**config.mk**
```make
export PLATFORM = sky130hd
export DESIGN_NAME = zsdram_uart_dump_flat
export DESIGN_NICKNAME = d
export VERILOG_FILES = /design/src/rtl/zsdram_pkg.sv /design/src/rtl/zsdram_uart_dump_if.sv /design/src/rtl/zuart_tx_byte.sv /design/src/rtl/zsdram_uart_dump.sv /design/src/flat_wrapper.sv
export SDC_FILE = /design/constraint.sdc
export NUM_CORES = 1
export LEC_CHECK = 0
export ABC_AREA = 1
export BUFFER_PORTS_ARGS = -buffer_cell sky130_fd_sc_hd__buf_4
export CORE_UTILIZATION = 45
export DETAILED_ROUTE_END_ITERATION = 8
export GPL_TIMING_DRIVEN = 0
export MAX_ROUTING_LAYER = met4
export PLACE_DENSITY = 0.69
export SLEW_MARGIN = 20
export SYNTH_ARGS = -nofsm -noshare
export SYNTH_HDL_FRONTEND = slang
export SYNTH_SLANG_ARGS = --single-unit
```
**constraint.sdc**
```tcl
create_clock -name clk -period 2.3 [get_ports clk]
set_input_delay 0.345 -clock clk [delete_from_list [all_inputs] [get_ports clk]]
set_output_delay 0.345 -clock clk [all_outputs]
set_load 0.03 [all_outputs]
```
**src/rtl/zsdram_pkg.sv**
```systemverilog
// Shared types and constants for the SDRAM read-back UART dump engine.
package zsdram_pkg;

    localparam int ZS_ADDR_W           = 24;
    localparam int ZS_BAUD_DIV_DEFAULT = 1157;
    localparam int UART_FRAME_BITS     = 10;

    typedef logic [ZS_ADDR_W-1:0] zs_addr_t;

    typedef enum logic [2:0] {
        ST_IDLE,
        ST_RD_REQ,
        ST_TX_HI,
        ST_TX_LO,
        ST_NEXT,
        ST_DONE
    } zs_state_e;

    // Word addresses wrap modulo 2^24 by construction of the type width.
    function automatic zs_addr_t zs_addr_next(input zs_addr_t a);
        return a + zs_addr_t'(1);
    endfunction

endpackage

```
**src/rtl/zsdram_uart_dump_if.sv**
```systemverilog
// Read-port handshake between the dump engine and the SDRAM base controller.
interface zsdram_uart_dump_if;
    import zsdram_pkg::*;

    zs_addr_t    oAddr;
    logic [1:0]  oCall;
    logic [1:0]  iDone;
    logic [15:0] iData;

    modport master (
        output oAddr,
        output oCall,
        input  iDone,
        input  iData
    );

    modport slave (
        input  oAddr,
        input  oCall,
        output iDone,
        output iData
    );

endinterface

```
**src/rtl/zuart_tx_byte.sv**
```systemverilog
// 8N1 byte serializer; oDone marks the last cycle of the stop bit so a chained
// start issued in that cycle follows with no idle gap. Requires BAUD_DIV >= 2.
module zuart_tx_byte
    import zsdram_pkg::*;
#(
    parameter int BAUD_DIV = ZS_BAUD_DIV_DEFAULT
) (
    input  logic       clk,
    input  logic       rst,
    input  logic       iStart,
    input  logic [7:0] iByte,
    output logic       oDone,
    output logic       TXD
);

    localparam int              DIV_W    = (BAUD_DIV > 1) ? $clog2(BAUD_DIV) : 1;
    localparam logic [DIV_W-1:0] DIV_LAST = DIV_W'(BAUD_DIV - 1);
    localparam logic [DIV_W-1:0] DIV_PRE  = DIV_W'(BAUD_DIV - 2);
    localparam logic [3:0]       BIT_LAST = 4'(UART_FRAME_BITS - 1);

    logic             active_q, active_d;
    logic [3:0]       bit_q, bit_d;
    logic [DIV_W-1:0] div_q, div_d;
    logic [7:0]       shift_q, shift_d;
    logic             txd_q, txd_d;
    logic             done_q, done_d;
    logic             frame_end;

    always_comb begin
        active_d  = active_q;
        bit_d     = bit_q;
        div_d     = div_q;
        shift_d   = shift_q;
        txd_d     = txd_q;
        frame_end = active_q && (bit_q == BIT_LAST) && (div_q == DIV_LAST);
        done_d    = active_q && (bit_q == BIT_LAST) && (div_q == DIV_PRE);

        if (iStart && (!active_q || frame_end)) begin
            active_d = 1'b1;
            bit_d    = 4'd0;
            div_d    = '0;
            shift_d  = iByte;
            txd_d    = 1'b0;
        end else if (active_q) begin
            if (div_q == DIV_LAST) begin
                div_d = '0;
                if (bit_q == BIT_LAST) begin
                    active_d = 1'b0;
                    txd_d    = 1'b1;
                end else begin
                    // Ones shift in behind the data, so the stop bit falls out naturally.
                    bit_d   = bit_q + 4'd1;
                    txd_d   = shift_q[0];
                    shift_d = {1'b1, shift_q[7:1]};
                end
            end else begin
                div_d = div_q + DIV_W'(1);
            end
        end
    end

    always_ff @(posedge clk or posedge rst) begin
        if (rst) begin
            active_q <= 1'b0;
            bit_q    <= 4'd0;
            div_q    <= '0;
            shift_q  <= 8'hFF;
            txd_q    <= 1'b1;
            done_q   <= 1'b0;
        end else begin
            active_q <= active_d;
            bit_q    <= bit_d;
            div_q    <= div_d;
            shift_q  <= shift_d;
            txd_q    <= txd_d;
            done_q   <= done_d;
        end
    end

    assign oDone = done_q;
    assign TXD   = txd_q;

endmodule

```
**src/rtl/zsdram_uart_dump.sv**
```systemverilog
// Reads a run of 16-bit SDRAM words through the controller read handshake and
// streams each word out on TXD as two 8N1 bytes, high byte first.
module zsdram_uart_dump
    import zsdram_pkg::*;
#(
    parameter int BAUD_DIV = ZS_BAUD_DIV_DEFAULT,
    parameter int CNT_W    = 16
) (
    input  logic             clk,
    input  logic             rst,
    input  logic             iStart,
    input  zs_addr_t         iBaseAddr,
    input  logic [CNT_W-1:0] iCount,
    output logic             oBusy,
    output logic             oDone,
    output logic             TXD,
    zsdram_uart_dump_if.master sd
);

    zs_state_e        state_q, state_d;
    zs_addr_t         addr_q, addr_d;
    logic [CNT_W-1:0] cnt_q, cnt_d;
    logic [15:0]      word_q, word_d;
    logic             call_q, call_d;
    logic             busy_q, busy_d;
    logic             done_q, done_d;

    logic             tx_start;
    logic [7:0]       tx_byte;
    logic             tx_done;
    logic             unused_done_hi;

    assign unused_done_hi = sd.iDone[1];

    always_comb begin
        state_d  = state_q;
        addr_d   = addr_q;
        cnt_d    = cnt_q;
        word_d   = word_q;
        call_d   = 1'b0;
        busy_d   = busy_q;
        done_d   = 1'b0;
        tx_start = 1'b0;
        tx_byte  = word_q[7:0];

        unique case (state_q)
            ST_IDLE: begin
                if (iStart) begin
                    addr_d  = iBaseAddr;
                    cnt_d   = iCount;
                    busy_d  = 1'b1;
                    state_d = (iCount == '0) ? ST_DONE : ST_RD_REQ;
                end
            end
            ST_RD_REQ: begin
                // Request level stays up until the controller answers.
                call_d = !sd.iDone[0];
                if (sd.iDone[0]) begin
                    word_d   = sd.iData;
                    tx_start = 1'b1;
                    tx_byte  = sd.iData[15:8];
                    state_d  = ST_TX_HI;
                end
            end
            ST_TX_HI: begin
                if (tx_done) begin
                    tx_start = 1'b1;
                    tx_byte  = word_q[7:0];
                    state_d  = ST_TX_LO;
                end
            end
            ST_TX_LO: begin
                if (tx_done) begin
                    state_d = ST_NEXT;
                end
            end
            ST_NEXT: begin
                cnt_d   = cnt_q - CNT_W'(1);
                addr_d  = zs_addr_next(addr_q);
                state_d = (cnt_q == CNT_W'(1)) ? ST_DONE : ST_RD_REQ;
            end
            ST_DONE: begin
                done_d  = 1'b1;
                busy_d  = 1'b0;
                state_d = ST_IDLE;
            end
            default: begin
                state_d = ST_IDLE;
            end
        endcase
    end

    always_ff @(posedge clk or posedge rst) begin
        if (rst) begin
            state_q <= ST_IDLE;
            addr_q  <= '0;
            cnt_q   <= '0;
            word_q  <= '0;
            call_q  <= 1'b0;
            busy_q  <= 1'b0;
            done_q  <= 1'b0;
        end else begin
            state_q <= state_d;
            addr_q  <= addr_d;
            cnt_q   <= cnt_d;
            word_q  <= word_d;
            call_q  <= call_d;
            busy_q  <= busy_d;
            done_q  <= done_d;
        end
    end

    zuart_tx_byte #(
        .BAUD_DIV (BAUD_DIV)
    ) u_tx (
        .clk    (clk),
        .rst    (rst),
        .iStart (tx_start),
        .iByte  (tx_byte),
        .oDone  (tx_done),
        .TXD    (TXD)
    );

    assign sd.oAddr = addr_q;
    assign sd.oCall = {1'b0, call_q};
    assign oBusy    = busy_q;
    assign oDone    = done_q;

endmodule

```
**src/flat_wrapper.sv**
```systemverilog
// flat-port wrapper written by rule: the top's interface ports become plain ports
module zsdram_uart_dump_flat import zsdram_pkg::*;
#(
    parameter int BAUD_DIV = ZS_BAUD_DIV_DEFAULT,
    parameter int CNT_W    = 16
)
  (clk, rst, iStart, iBaseAddr, iCount, oBusy, oDone, TXD, sd_oAddr, sd_oCall, sd_iDone, sd_iData);
  zsdram_uart_dump_if sd_i ();
  input  logic clk;
  input  logic rst;
  input  logic iStart;
  input  zs_addr_t iBaseAddr;
  input  logic [CNT_W-1:0] iCount;
  output logic oBusy;
  output logic oDone;
  output logic TXD;
  output wire logic [$bits(sd_i.oAddr)-1:0] sd_oAddr;
  output wire logic [$bits(sd_i.oCall)-1:0] sd_oCall;
  input wire logic [$bits(sd_i.iDone)-1:0] sd_iDone;
  input wire logic [$bits(sd_i.iData)-1:0] sd_iData;
  assign sd_oAddr = sd_i.oAddr;
  assign sd_oCall = sd_i.oCall;
  assign sd_i.iDone = sd_iDone;
  assign sd_i.iData = sd_iData;
  zsdram_uart_dump #(.BAUD_DIV(BAUD_DIV), .CNT_W(CNT_W)) u_core (.clk(clk), .rst(rst), .iStart(iStart), .iBaseAddr(iBaseAddr), .iCount(iCount), .oBusy(oBusy), .oDone(oDone), .TXD(TXD), .sd(sd_i));
endmodule
```
==> summary.txt, run 1 <==
Flop2flop setup slack: 300 ps
Antenna viol nets, final: 0
Die height: 107.9 um
Worst Setup Start Kind: flip-flop
Ports: 90
Avg Cell Area, Syn: 6.924 um^2
Worst min path class: input port to asynchronous set/reset pin
TritonCTS clock tree: done
Post-layout util: 0.5661
Layout cells sized above 1: 0.1813
Slowest-stage cell, CP: dfrtp_1
Initial antenna violation count: 0
Starting density of the core: 0.4636
First-pass GRT wire length: 23060 um
FILL cells: 1034
Crit-path max cell delay: 460 ps
Die X: 107.9 um
Layout net count: 896
Peak VDD IR: 0.3869 mV
FP Rows: 38
Vias: 5133
CTS Buf Count: 9
Met2 WL: 6467 um
Max Fclk: 499.7 MHz
WP buf/inv: 3
Global placer's final weighted congestion: 0.9411
Synth warnings: 0
PD cells: 482.2 nW/um^2
Area Growth Syn to Fin: 22.11%
Hold Fails Final Rpt: 0
CP Max Fanout: 10
Clock Skew: 18.62 ps
Slew of the pin with the lowest slew margin: 623.1 ps
Post-synthesis adder-cell area fraction: 0.01735
Fraction of synthesized area in multiplexers: 0.01562
Cell taking the most area after synthesis: dfrtp_1
CP delay by family, top: buffers and inverters
Post_cts resized: 0
DRT iter0 DRCs: 385
Number of global-route vias before repair: 4926
Leakage: 3.023 nW
Post-synth EDFFs: 0
Status: finished, final reports clean
PortBufs: 86
Core ar.: 10890 um^2
Highest metal used: met4
Total track usage: 0.2642
Clk Latency, worst-skew pair: 360 ps
RSZ-0062 raised after global routing: no
Syn_nets: 797
FF-to-FF path depth: 7
XOR/XNOR share of the synthesized area: 0.01562
Post-Synth Simple-Gate Area: 0.3726
Crit-path cells: nor2_1 > nand2_1 > inv_2 > buf_2 > buf_2 > nand2_1 > a31oi_1
Count leader, synth: nand2_1
CP Capture Type: flip-flop
Final period util: 0.8701
Post-synth top flop: dfrtp_1
Final Setup Violations: 0
CTS clk-pin slew, worst paths: 100 ps
Clk buf depth: 2
Min Tclk post-route: 2001 ps
Worst Setup Path Type: flip-flop to flip-flop
Drt drc: 0
Synth async-reset ratio: 1.000
CTS H-tree lvls: 3
CP required: 2570 ps
Relative slew margins: 0.5846
Synth area leaders: dfrtp_1, nand2_1, nor2_1, nand3_1, inv_1
Vias per cell: 5.275
Clock sink count: 80
WL met3: 898 um
Fin. max-slew vios: 0
Ant diodes: 0
Root buf cell: clkbuf_8
Synth top cells by count: nand2_1, nor2_1, inv_1, dfrtp_1, nand3_1
Worst flop-to-flop path endpoint: u_core.sd.oAddr[2]$_DFFE_PP0P_
Worst Path Arrival: 2270 ps
Register area share after synthesis: 0.3989
HPWL Detailed: 10500 um
GRT Residual Overflow: 0
Total of max-cap violations: 0
Yosys reg bits: 80
Hold Buf Count CTS: 0
DRT Pass-1 Iters: 6
Postcts setup bufs: 0
Drt wl/cell: 14.26 um
Largest net degree at the start of global routing: 35
Metal-1 WL: 6130 um
Post-Syn Area: 5047 um^2
Final wirelength: 13870 um
Setup TNS: 0 ps
Worst Hold Margin: 29.32 ps
Die area: 11640 um^2
Post-Synthesis Cells: 729
Number of distinct library cells after synthesis: 42
Synth top area share: 0.3520
Post-synthesis compound-gate area fraction: 0.08924
Largest family of logic cells by synthesized area: simple AND/OR/NAND/NOR gates
Reg2reg start: u_core.state_q[1]$_DFFE_PP0P_
power by group:
group	internal [mW]	leakage [nW]	switching, mW	total [mW]
Combinational	0.106	1.97	0.116	0.222
Sequential	1.42	0.934	0.0205	1.44
Clock	0.755	0.119	0.555	1.31
worst register-to-register path, cell delays in order, from the launching register on:
cell and delay (ps):
dfrtp_1 460, nor2_1 250, nand2_1 260, inv_2 130
buf_2 260, buf_2 310, nand2_1 80, a31oi_1 190
registers in the layout, indices dropped and copies added (netlist names), 3 cells and up:
| register | cells |
|---|---|
| u_core.cnt_q | 16 |
| u_core.sd.oAddr | 24 |
| u_core.u_tx.bit_q | 4 |
| u_core.state_q | 3 |
| u_core.word_q | 8 |
| u_core.u_tx.shift_q | 8 |
| u_core.u_tx.div_q | 11 |
final cells by class:
cell class,count,area (um^2),area share
clock inverters,6,113.9,0.01847
well taps,140,175.2,0.02842
plain buffers,23,127.6,0.02071
clock buffers,10,137.6,0.02233
repair buffers,88,685.7,0.1112
flip-flops and latches,80,2013,0.3266
inverters,87,330.3,0.05359
multi-input cells,539,2580,0.4186
stage by stage:
| stage | power [mW] | worst slack, ps | cells | cell area (um^2) |
|---|---|---|---|---|
| 3_3_place_gp | 1.679 | 343.8 | 955 | 5872 |
| 3_5_place_dp | 1.691 | 328.9 | 957 | 5912 |
| 6_report | 2.972 | 298.9 | 973 | 6163 |
| 5_1_grt | 3.087 | 166.0 | 973 | 6163 |
| 2_1_floorplan | 1.558 | 597.9 | 729 | 5051 |
| 4_1_cts | 2.998 | 292.7 | 973 | 6163 |
per-layer routing:
layer | track usage | vias to the layer above
met4 | 0.1164 | 0
li1 | - | 2530
met2 | 0.4116 | 204
met3 | 0.04298 | 29
met1 | 0.3391 | 2370
met5 | - | -
logic make-up after synthesis:
kind of cell	after synthesis
simple gates	438
buf+inv	110
flops	80
compound gates	77
xor+xnor	9
fa+ha+maj	7
mux	7
other cells	1
worst max-delay path by stage:
stage	depth (start not counted)	end	slack, ps	start
floorplan	6	u_core.sd.oAddr[16]$_DFFE_PP0P_	600	u_core.sd.oAddr[0]$_DFFE_PP0P_
global placement	6	u_core.cnt_q[4]$_DFFE_PP0P_	340	u_core.state_q[1]$_DFFE_PP0P_
detailed placement	6	u_core.cnt_q[4]$_DFFE_PP0P_	330	u_core.state_q[1]$_DFFE_PP0P_
CTS	6	u_core.cnt_q[4]$_DFFE_PP0P_	290	u_core.state_q[1]$_DFFE_PP0P_
global route	6	u_core.cnt_q[9]$_DFFE_PP0P_	170	u_core.state_q[1]$_DFFE_PP0P_
finish	7	u_core.sd.oAddr[2]$_DFFE_PP0P_	300	u_core.state_q[1]$_DFFE_PP0P_
cell usage in the layout, fill, tap and decap left out, types with 3 or more instances in the layout:
master	n
nand2_1	221
nand2_4	3
nand3b_1	10
nor3_1	9
buf_4	90
clkbuf_1	8
o22ai_1	3
o211ai_1	11
nand4_1	9
nor2_1	106
ha_1	7
dfrtp_1	71
clkinvlp_4	3
nand3_1	71
a21oi_1	10
dfstp_2	9
buf_2	9
mux2_2	7
xor2_1	7
clkbuf_8	10
o21ai_1	4
inv_2	4
inv_1	82
bufinv_16	3
o21ai_0	37
Note: power is estimated with default switching activity, not from simulation.
==> inputs of run 2 (changes only) <==
--- a/config.mk
+++ b/config.mk
@@ -5,13 +5,12 @@
 export SDC_FILE = /design/constraint.sdc
 export NUM_CORES = 1
 export LEC_CHECK = 0
-export ABC_AREA = 1
 export BUFFER_PORTS_ARGS = -buffer_cell sky130_fd_sc_hd__buf_4
 export CORE_UTILIZATION = 45
 export DETAILED_ROUTE_END_ITERATION = 8
 export GPL_TIMING_DRIVEN = 0
 export MAX_ROUTING_LAYER = met4
-export PLACE_DENSITY = 0.69
+export PLACE_DENSITY = 0.7
 export SLEW_MARGIN = 20
 export SYNTH_ARGS = -nofsm -noshare
 export SYNTH_HDL_FRONTEND = slang
==> summary.txt, run 2 <==
CTS clk-pin slew, worst paths: 90 ps (was 100 ps)
Max Fclk: 464.0 MHz (was 499.7 MHz)
Synth top cells by count: dfrtp_1, nand2_1, nor2_1, nand3_1, nor3_1 (was nand2_1, nor2_1, inv_1, dfrtp_1, nand3_1)
Worst min path class: input port to asynchronous set/reset pin (unchanged)
Flop2flop setup slack: 140 ps (was 300 ps)
Crit-path max cell delay: 520 ps (was 460 ps)
Total track usage: 0.2477 (was 0.2642)
Setup TNS: 0 ps (unchanged)
Crit-path cells: buf_2 > or4b_1 > clkbuf_1 > clkbuf_2 > o311ai_1 > o211ai_1 (was nor2_1 > nand2_1 > inv_2 > buf_2 > buf_2 > nand2_1 > a31oi_1)
Post-Synthesis Cells: 449 (was 729)
Yosys reg bits: 80 (unchanged)
Fin. max-slew vios: 0 (unchanged)
Pre-CTS setup slack: -314.1 ps (was 328.9 ps)
CP delay by family, top: buffers and inverters (unchanged)
Post-synth top flop: dfrtp_1 (unchanged)
Hold Fails Final Rpt: 0 (unchanged)
Layout cells sized above 1: 0.3095 (was 0.1813)
Leakage: 2.370 nW (was 3.023 nW)
Peak VDD IR: 0.4940 mV (was 0.3869 mV)
Min Tclk post-route: 2155 ps (was 2001 ps)
FP Rows: 36 (was 38)
Register area: 2013 um^2 (unchanged)
Area of the multi-input gates: 2359 um^2 (was 2580 um^2)
Commonest non-fill, non-tap cells in the layout: buf_4, dfrtp_1, nand2_1, nor2_1, nand3_1 (was nand2_1, nor2_1, buf_4, inv_1)
PortBufs: 87 (was 86)
Final Setup Violations: 0 (unchanged)
WP buf/inv: 3 (unchanged)
Initial antenna violation count: 0 (unchanged)
Core ar.: 9729 um^2 (was 10890 um^2)
Synth top area share: 0.3943 (was 0.3520)
Syn_nets: 517 (was 797)
Clk Latency, worst-skew pair: 360 ps (about the same)
CP required: 2520 ps (was 2570 ps)
Avg Cell Area, Syn: 10.03 um^2 (was 6.924 um^2)
Setup ws final: 144.8 ps (was 298.9 ps)
Post-layout util: 0.5837 (was 0.5661)
Max FFs per register: 24 (unchanged)
Global placer's final weighted congestion: 0.8790 (was 0.9411)
Number of global-route vias before repair: 3867 (was 4926)
Total of max-cap violations: 0 (unchanged)
Ports: 90 (unchanged)
Post-synth EDFFs: 0 (unchanged)
PD cells: 963.6 nW/um^2 (was 482.2 nW/um^2)
Number of distinct library cells after synthesis: 74 (was 42)
Antenna viol nets, final: 0 (unchanged)
GRT Residual Overflow: 0 (unchanged)
HPWL Detailed: 8714 um (was 10500 um)
CTS Buf Count: 9 (unchanged)
Cell taking the most area after synthesis: dfrtp_1 (unchanged)
Final period util: 0.9371 (was 0.8701)
Starting density of the core: 0.4631 (was 0.4636)
Synth async-reset ratio: 1.000 (unchanged)
Worst Setup Start Kind: flip-flop (unchanged)
Slew of the pin with the lowest slew margin: 845.6 ps (was 623.1 ps)
FILL cells: 872 (was 1034)
Synth area leaders: dfrtp_1, dfstp_2, nand2_1, mux2i_1, nand3_1 (was dfrtp_1, nand2_1, nor2_1, nand3_1, inv_1)
Most common cell after layout, fill and taps aside: buf_4 (was nand2_1)
Drt drc: 0 (unchanged)
Clock sink count: 80 (unchanged)
First-pass GRT wire length: 19440 um (was 23060 um)
RSZ-0062 raised after global routing: no (unchanged)
CP Max Fanout: 10 (unchanged)
Vias per cell: 5.867 (was 5.275)
Ant diodes: 0 (unchanged)
Hold Buf Count CTS: 0 (unchanged)
Register area share after synthesis: 0.4468 (was 0.3989)
Count leader, synth: dfrtp_1 (was nand2_1)
Worst Hold Margin: 5.892 ps (was 29.32 ps)
Status: finished, final reports clean (unchanged)
Worst Path Arrival: 2370 ps (was 2270 ps)
Die height: 102.1 um (was 107.9 um)
FF-to-FF path depth: 6 (was 7)
DRT iter0 DRCs: 163 (was 385)
Vias: 4060 (was 5133)
DRT Pass-1 Iters: 4 (was 6)
Relative slew margins: 0.4337 (was 0.5846)
Die X: 102.1 um (was 107.9 um)
Reg2reg start: u_core.state_q[2]$_DFFE_PP0P_ (was u_core.state_q[1]$_DFFE_PP0P_)
Die area: 10420 um^2 (was 11640 um^2)
Worst flop-to-flop path endpoint: u_core.cnt_q[8]$_DFFE_PP0P_ (was u_core.sd.oAddr[2]$_DFFE_PP0P_)
Synth warnings: 0 (unchanged)
Drt wl/cell: 17.14 um (was 14.26 um)
TritonCTS clock tree: done (unchanged)
Largest net degree at the start of global routing: 24 (was 35)
CTS H-tree lvls: 3 (unchanged)
Clock Skew: 7.674 ps (was 18.62 ps)
Clk buf depth: 2 (unchanged)
Slowest-stage cell, CP: or4b_1 (was dfrtp_1)
Post-Syn Area: 4506 um^2 (was 5047 um^2)
Worst Setup Path Type: flip-flop to flip-flop (unchanged)
Layout net count: 622 (was 896)
Final wirelength: 11860 um (was 13870 um)
Area Growth Syn to Fin: 26.05% (was 22.11%)
Root buf cell: clkbuf_8 (unchanged)
CP Capture Type: flip-flop (unchanged)
-- run 2: worst max path at each step --
stage                                                    end                             start  cells past startpoint  slack [ps]
after floorplan              u_core.sd.oAddr[15]$_DFFE_PP0P_     u_core.state_q[0]$_DFFE_PP0P_                      6         360
after global placement        u_core.sd.oAddr[6]$_DFFE_PP0P_     u_core.state_q[1]$_DFFE_PP0P_                      6        -250
after detailed placement      u_core.sd.oAddr[6]$_DFFE_PP0P_     u_core.state_q[1]$_DFFE_PP0P_                      6        -310
after CTS                       u_core.cnt_q[11]$_DFFE_PP0P_     u_core.state_q[1]$_DFFE_PP0P_                      5        -0.7
after global routing      u_core.u_tx.shift_q[0]$_DFFE_PP1P_  u_core.u_tx.div_q[6]$_DFFE_PP0P_                      4          10
final                            u_core.cnt_q[8]$_DFFE_PP0P_     u_core.state_q[2]$_DFFE_PP0P_                      6         140
-- run 2: cell type report --
class / instances / area share
inverter: 12 / 0.008592
buffer: 25 / 0.02269
multi-input combinational: 332 / 0.4153
tap: 133 / 0.02930
clock inverter: 6 / 0.01190
clock buffer: 10 / 0.02423
timing repair buffer: 94 / 0.1335
sequential: 80 / 0.3545
-- run 2: worst reg2reg max path, cell delays in order (launching register included) --
cell,delay (ps)
dfrtp_1,410
buf_2,190
or4b_1,520
clkbuf_1,280
clkbuf_2,320
o311ai_1,150
o211ai_1,150
-- run 2: logic make-up (layout without fill, tap and decap cells) --
family / Yosys count / count (layout) / synth area share
mux: 22 / 22 / 0.05193
simple gates: 178 / 178 / 0.2280
other cells: 1 / 1 / 0.0008323
compound gates: 120 / 120 / 0.2094
buf+inv: 37 / 147 / 0.03582
xor+xnor: 4 / 4 / 0.007775
fa+ha+maj: 7 / 7 / 0.01944
flops: 80 / 80 / 0.4468
-- run 2: metal layers --
metal  GRT usage  routed length (um)  up-vias
met1      0.3145                5242     1978
met4     0.06593                 110        0
met5           -                   0        -
li1            -                   -     1965
met3     0.04172                 566       12
met2      0.4099                5940      105
-- run 2: stage by stage --
stage	std cells	instance area, um^2	power [mW]
finish	692	5679	5.472
CTS	688	5618	5.478
global route	692	5679	5.815
floorplan	449	4509	3.622
detailed placement	672	5404	4.392
global placement	669	5329	4.302
-- run 2: power by group --
part	total, mW	internal [mW]	switching [mW]
logic	2.06	0.891	1.17
clock network	1.08	0.535	0.546
registers	2.33	1.82	0.508
-- run 2: timing repair --
action                                  4_1_cts  5_1_grt
gates cloned                                  0        0
buffers inserted                              0        4
resized for setup                             3       15
endpoints found under the setup margin       30       37
pin swaps                                     0        1
